File: src/rtl/mdio_mmd_slave.sv
// MDIO slave front end for Clause 22 / Clause 45 frames, clocked entirely by mdc.
// Decodes management frames on mdi, serves reads on mdo/mdo_en and strobes a PHY register bank.
module mdio_mmd_slave #(
  parameter int          MODE         = 2,
  parameter int          PREAMBLE_LEN = 32,
  parameter logic [31:0] MMD_MASK     = 32'hFFFF_FFFE
) (
  input  logic        mdc,
  input  logic        rst_n,
  input  logic        mdi,
  output logic        mdo,
  output logic        mdo_en,
  input  logic [4:0]  phy_addr,
  output logic        reg_wr,
  output logic        reg_rd,
  output logic [4:0]  reg_dev,
  output logic [15:0] reg_addr,
  output logic [15:0] reg_wdata,
  input  logic [15:0] reg_rdata,
  output logic        frame_err
);

  localparam logic [5:0] PRE_LEN = 6'(PREAMBLE_LEN);
  localparam bit         C22_OK  = (MODE != 1);
  localparam bit         C45_OK  = (MODE != 0);

  typedef enum logic [3:0] {
    S_PRE, S_ST, S_OP, S_PAD, S_RAD, S_TA1, S_TA2, S_WDAT, S_RDAT, S_SKIP
  } state_t;

  typedef enum logic [1:0] {OP_ADDR, OP_WRITE, OP_READ, OP_RINC} op_t;

  state_t      state;
  op_t         op;
  logic [5:0]  pre_cnt;
  logic [4:0]  bit_cnt;
  logic        is_c22;
  logic        ta_hi;
  logic [4:0]  pad;
  logic [15:0] shift;
  logic [15:0] addr_reg;

  logic [1:0]  op_bits;
  logic [4:0]  rad_val;
  logic [15:0] wdat;
  logic        addressed;
  logic        is_read;

  assign op_bits   = {shift[0], mdi};
  assign rad_val   = {shift[3:0], mdi};
  assign wdat      = {shift[14:0], mdi};
  assign addressed = (pad == phy_addr) && (is_c22 || MMD_MASK[rad_val]);
  assign is_read   = (op == OP_READ) || (op == OP_RINC);

  // One shift register serves OP/PAD/RAD/write-data collection and read-data serialisation.
  always_ff @(posedge mdc) begin
    if (!rst_n) begin
      state     <= S_PRE;
      op        <= OP_ADDR;
      pre_cnt   <= '0;
      bit_cnt   <= '0;
      is_c22    <= 1'b0;
      ta_hi     <= 1'b0;
      pad       <= '0;
      shift     <= '0;
      addr_reg  <= '0;
      mdo       <= 1'b0;
      mdo_en    <= 1'b0;
      reg_wr    <= 1'b0;
      reg_rd    <= 1'b0;
      frame_err <= 1'b0;
      reg_dev   <= '0;
      reg_addr  <= '0;
      reg_wdata <= '0;
    end else begin
      reg_wr    <= 1'b0;
      reg_rd    <= 1'b0;
      frame_err <= 1'b0;
      case (state)
        S_PRE: begin
          if (mdi) begin
            if (pre_cnt != 6'd32) pre_cnt <= pre_cnt + 6'd1;
          end else begin
            pre_cnt <= '0;
            if (pre_cnt >= PRE_LEN) state <= S_ST;
          end
        end
        S_ST: begin
          if (mdi ? C22_OK : C45_OK) begin
            is_c22  <= mdi;
            bit_cnt <= '0;
            state   <= S_OP;
          end else begin
            state <= S_PRE;
          end
        end
        S_OP: begin
          shift <= {shift[14:0], mdi};
          if (bit_cnt == 5'd1) begin
            bit_cnt <= '0;
            state   <= S_PAD;
            if (is_c22) begin
              case (op_bits)
                2'b01:   op <= OP_WRITE;
                2'b10:   op <= OP_READ;
                default: begin
                  frame_err <= 1'b1;
                  bit_cnt   <= 5'd27;
                  state     <= S_SKIP;
                end
              endcase
            end else begin
              case (op_bits)
                2'b00:   op <= OP_ADDR;
                2'b01:   op <= OP_WRITE;
                2'b11:   op <= OP_READ;
                default: op <= OP_RINC;
              endcase
            end
          end else begin
            bit_cnt <= bit_cnt + 5'd1;
          end
        end
        S_PAD: begin
          shift <= {shift[14:0], mdi};
          if (bit_cnt == 5'd4) begin
            pad     <= rad_val;
            bit_cnt <= '0;
            state   <= S_RAD;
          end else begin
            bit_cnt <= bit_cnt + 5'd1;
          end
        end
        S_RAD: begin
          shift <= {shift[14:0], mdi};
          if (bit_cnt == 5'd4) begin
            if (!addressed) begin
              bit_cnt <= 5'd17;
              state   <= S_SKIP;
            end else begin
              reg_dev  <= is_c22 ? 5'd0 : rad_val;
              reg_addr <= is_c22 ? {11'b0, rad_val} : addr_reg;
              reg_rd   <= is_read;
              state    <= S_TA1;
            end
          end else begin
            bit_cnt <= bit_cnt + 5'd1;
          end
        end
        S_TA1: begin
          ta_hi <= mdi;
          state <= S_TA2;
          if (is_read) begin
            shift  <= reg_rdata;
            mdo_en <= 1'b1;
            mdo    <= 1'b0;
            if (op == OP_RINC) addr_reg <= addr_reg + 16'd1;
          end
        end
        S_TA2: begin
          bit_cnt <= '0;
          if (is_read) begin
            mdo   <= shift[15];
            shift <= {shift[14:0], 1'b0};
            state <= S_RDAT;
          end else if (ta_hi && !mdi) begin
            state <= S_WDAT;
          end else begin
            frame_err <= 1'b1;
            bit_cnt   <= 5'd15;
            state     <= S_SKIP;
          end
        end
        S_WDAT: begin
          shift <= {shift[14:0], mdi};
          if (bit_cnt == 5'd15) begin
            state <= S_PRE;
            if (op == OP_ADDR) begin
              addr_reg <= wdat;
            end else begin
              reg_wr    <= 1'b1;
              reg_wdata <= wdat;
            end
          end else begin
            bit_cnt <= bit_cnt + 5'd1;
          end
        end
        S_RDAT: begin
          if (bit_cnt == 5'd15) begin
            mdo_en <= 1'b0;
            mdo    <= 1'b0;
            state  <= S_PRE;
          end else begin
            mdo     <= shift[15];
            shift   <= {shift[14:0], 1'b0};
            bit_cnt <= bit_cnt + 5'd1;
          end
        end
        S_SKIP: begin
          if (bit_cnt == 5'd0) state <= S_PRE;
          else bit_cnt <= bit_cnt - 5'd1;
        end
        default: state <= S_PRE;
      endcase
    end
  end

endmodule

File: config.mk
export PLATFORM = sky130hd
export DESIGN_NAME = mdio_mmd_slave
export DESIGN_NICKNAME = d
export VERILOG_FILES = /design/src/rtl/mdio_mmd_slave.sv
export SDC_FILE = /design/constraint.sdc
export NUM_CORES = 1
export LEC_CHECK = 0
export CAP_MARGIN = 20
export CELL_PAD_IN_SITES_DETAIL_PLACEMENT = 1
export CELL_PAD_IN_SITES_GLOBAL_PLACEMENT = 1
export CORE_ASPECT_RATIO = 0.6
export CORE_MARGIN = 2
export CORE_UTILIZATION = 42
export DETAILED_ROUTE_END_ITERATION = 10
export HOLD_SLACK_MARGIN = 0.15
export PLACE_DENSITY = 0.81
export SYNTH_ARGS = -nofsm -noshare
export SYNTH_HDL_FRONTEND = slang
export SYNTH_SLANG_ARGS = --single-unit
File: constraint.sdc
create_clock -name mdc -period 2.77 [get_ports mdc]
set_input_delay 0.4155 -clock mdc [delete_from_list [all_inputs] [get_ports mdc]]
set_output_delay 0.4155 -clock mdc [all_outputs]
set_load 0.05 [all_outputs]
# After elaboration in Yosys (flattened, before gate mapping)
# Memories as Yosys holds them, arrays and structs flattened.
# Cells that the tools add are included.
# classes
addsub,4
magnitude_cmp,2
n_eq_ne,38
muxes,55
bitwise_logic,1
n_reduce_logical,30
# op_table
cell,n
2-to-1 mux 16 bit,8
case mux 16 bit (4 select lines),1
2-to-1 mux 4 bit,14
2-to-1 mux 5 bit,9
case mux 4 bit (9 select lines),1
case mux 5 bit (7 select lines),1
case mux 16 bit (2 select lines),1
"inequality test 2 bit, second input constant",15
AND reduction 3 bit,6
"adder 16 x 1 -> 16 bit, second input constant",1
"== test 4 x 3 -> 1 bit, second input constant",4
2-to-1 mux 1 bit,12
2-to-1 mux 6 bit,2
AND reduction 4 bit,3
"== test 2 bit, second input constant",4
"== test 4 x 2 -> 1 bit, second input constant",2
"== test 4 bit, second input constant",2
AND reduction 7 bit,1
nonzero test 7 bit,1
"adder 6 x 1 -> 6 bit, second input constant",1
"greater-or-equal comparator 6 bit, second input constant",1
"< comparator 5 x 6 -> 1 bit, second input constant",1
"inequality test 6 bit, second input constant",1
case mux 2 bit (3 select lines),1
29 further kinds,37
# totals
reg_bits,98
romBits,32
input_bits,24
wordCells,148
n_memories,1
# memory_table
name,words,width,rd,rd_clocked_by_memory_dff,wr,line_no,text
(no name shown),32,1,1,0,0,52,assign addressed = (pad == phy_addr) && (is_c22 || MMD_MASK[rad_val]);

# Logic depth before layout (Yosys ltp)
# depth
depth_word,7
ltp_mapped,10
mapped_depth_nobuf,9

# Worst setup path after synthesis
# No wires, ideal clock.
# synth_timing
path_type,flip-flop to flip-flop
start,register bit_cnt[0]
end,register addr_reg[9]
setup_ps,119
arrival_time_ps,1908
required_time_ps,2651
path_slack_ps,743
path_stages_with_launch,9
n_path_buf,1
synth_period_minus_slack_ps,2027
path_cell_list,dfxtp_1 -> ha_1 -> inv_1 -> nor3_1 -> ha_1 -> and4bb_2 -> o211ai_2 -> buf_2 -> o221a_2
# synth_between
elab_chain_len,3
# synth_lines
element,line_no,text
from (decl),36,logic [4:0] bit_cnt;
from (signal assigned),121,bit_cnt <= bit_cnt + 5'd1;
from (signal assigned),131,bit_cnt <= bit_cnt + 5'd1;
from (signal assigned),147,bit_cnt <= bit_cnt + 5'd1;
== test 5 x 4 -> 1 bit,176,if (bit_cnt == 5'd15) begin
inequality test 2 bit (no source line),n/a,
AND reduction 5 bit (no source line),n/a,
to (signal assigned),157,if (op == OP_RINC) addr_reg <= addr_reg + 16'd1;
to (signal assigned),179,addr_reg <= wdat;
to (decl),41,logic [15:0] addr_reg;
# Every way passes these cells.
# A chain may end at the register's enable or synchronous reset.

# Worst setup path in the final report
# layout_timing
start,register bit_cnt[2]
end,register addr_reg[7]
# The elaborated chain is that of the path after synthesis.

==> impl_metrics.ini <==
[floorplanning]
rows = 31
die_h_um = 90.3
die_x_um = 148
pin_count = 66
fp.dieArea_um2 = 13400
start_util_pct = 43.1
core_um2 = 12100

[clock_tree]
clk_pin_slew_ns = 0.07
clock_latency_ns = 0.35
root_buffer = clkbuf_16
holdBufCountCts = 0
cts_buffers = 9
clock_sinks = 98
clock_path_buffers = 2
cts_max_level = 3
tritoncts = done
cts_setup_buffers = 0
cts_resized = 0

[finish]
fin_nets = 720
area_growth_pct = 21.5
nFillCells = 1449
antenna_cells = 0
layout-drive-gt1-share_pct = 10.3
final_cells = 854

[yosys]
synth-edff-count = 0
async_flop_share_pct = 0
synthTopCellsByArea = dfxtp_1 38%, a21oi_1 6.6%, nand2_1 5.3%
yosysMostFrequentCell = dfxtp_1
ys_types = 74
yosys_warnings = 0
synth_area_per_cell_um2 = 8.25
ys_seq_elements = 98
netlist_area_um2 = 5220
synth_nets = 668
synth_common_cells = 98 x dfxtp_1, 74 x nand2_1, 69 x a21oi_1, 69 x nor2_1, 30 x nand3_1
synth_flop_cell = dfxtp_1
yosysTopAreaCell = dfxtp_1
synthCells = 632
synth_seq_area_share_pct = 37.6
synth_top_area_share_pct = 37.6

[detailed_routing]
antenna_left = 0
first_iter_violations = 551
route.detailed.drc = 0
wl_um = 16900
dr.pass1.iters = 5
vias_per_cell = 5.82
vias = 4970
wl_per_cell_um = 19.8

[power_and_ir_drop]
clkPwrFrac_pct = 47.6
leakage_nw = 2.12
swShare_pct = 21.7
finalPower_mw = 2.88
intPower_mw = 2.26
power_density_nw_per_um2 = 455
pwr-share-comb_pct = 3.4
switching_power_uw = 624
power_frac_seq_pct = 49.0
vdd_ir_drop_max_uv = 276

[global_routing]
grt_util_all_layers_pct = 25.1
grt_pass1_wl_um = 26600
grt_max_degree = 48
antenna_found_initial = 0
first_global_vias = 4891
grt_overflow = 0

[worst_setup_path]
worstPathRequired_ns = 3.01
cp-end-kind = register
critical_path_class = reg2reg
r2r-end = addr_reg[7]
crit_path_start_kind = register
rr_worst_depth = 9
reg2reg_slack_ns = 0.19
arrival_ns = 2.82
reg2reg_from = bit_cnt[2]
critPathLaunch = bit_cnt[2]
crit_fanout = 13
endpoint = addr_reg[7]

[placement]
dp.cells = 837
gp_congestion = 0.869
io_buffers = 65
dp_hpwl_um = 12000
dp_slack_ns = 0.155

[outcome]
run_status = complete, no violations

[timing]
fmax_ghz = 0.387
hold-worst-slack_ns = 0.452
tns_ns = 0
rsz0062_at_grt = no
tightestPinTransition_ns = 0.858
setup_viol = 0
hold_violations = 0
finClkSkew_ns = 0.00673
finalWorstSetupSlack_ns = 0.189
slew_viol_final = 0
max_slew_margin_pct = 42.7
fin_crit_sh_pct = 93.2
finalWorstPathRequiredPeriod_ns = 2.58

[min_path]
hold_path.class = reg2reg

[run]
maxCapViolCount = 0
==> worst min path at each step <==
stage / slack, ns / from / end / cells past startpoint
finish: 0.45 / reg_addr[6] / reg_addr[6] / 2
CTS: 0.46 / reg_addr[6] / reg_addr[6] / 2
detailed placement: 0.45 / reg_addr[6] / reg_addr[6] / 2
global placement: 0.44 / reg_dev[4] / reg_dev[4] / 2
floorplan: 0.46 / shift[14] / reg_wdata[15] / 2
global route: 0.48 / reg_dev[4] / reg_dev[4] / 2
==> cells in the final DEF (no fill, tap or decap), types with 14 or more instances in the layout <==
cell             count
buf_4               25
mux2i_1             27
dfxtp_1             98
a21oi_1             69
clkdlybuf4s50_1     65
nand2_1             74
nor3_1              14
nand3_1             30
a211oi_1            22
o21ai_0             17
nor2_1              69
==> power groups by stage <==
stage,clock network (mW),logic [mW],registers (mW)
after detailed placement,0,0.0978,1.44
after global routing,1.43,0.107,1.41
final,1.37,0.0991,1.41
after floorplan,0,0.0421,1.44
after global placement,0,0.0955,1.44
after CTS,1.39,0.0990,1.41
==> area by class of cell <==
class | instances | area (µm²) | area share, %
Multi-Input combinational cell | 469 | 2940 | 46.3
Sequential cell | 98 | 1960 | 31.0
Timing Repair Buffer | 91 | 858 | 13.5
Clock buffer | 11 | 233 | 3.67
Tap cell | 165 | 206 | 3.26
Clock inverter | 5 | 85.1 | 1.34
Inverter | 15 | 56.3 | 0.889
==> logic make-up (layout without fill, tap and decap cells) <==
group           after synthesis  count (layout)  share of synthesized area (%)
compound gates              166             167                           21.5
xor+xnor                     13              13                           2.18
fa+ha+maj                    12              12                           2.88
buf+inv                      66             122                           6.62
flops                        98              98                           37.6
mux                          27              27                           5.18
simple gates                250             250                           24.0
==> per-layer routing <==
metal	up-vias	part of all wire, %	GRT usage, %
met1	2369	51	39.4
met3	17	7.9	4.75
met5	-	0	0
met4	0	0.95	5.16
met2	204	41	35.2
li1	2380	-	-
==> metrics by stage <==
step | util, % | cell area [µm²]
after detailed placement | 49.6 | 6000
after CTS | 52.2 | 6320
after floorplan | - | 5220
after global placement | 49.6 | 6000
after global routing | 52.4 | 6340
final | 52.4 | 6340
==> worst max-delay path: stages, from the launching register on <==
cell	delay, ns
dfxtp_1	0.48
inv_1	0.16
nor3_1	0.25
ha_1	0.25
buf_4	0.19
and4bb_2	0.26
o211a_1	0.44
o21ai_0	0.18
a22oi_1	0.19
nor2_1	0.06
No activity file was read; power rests on OpenSTA's default activity.
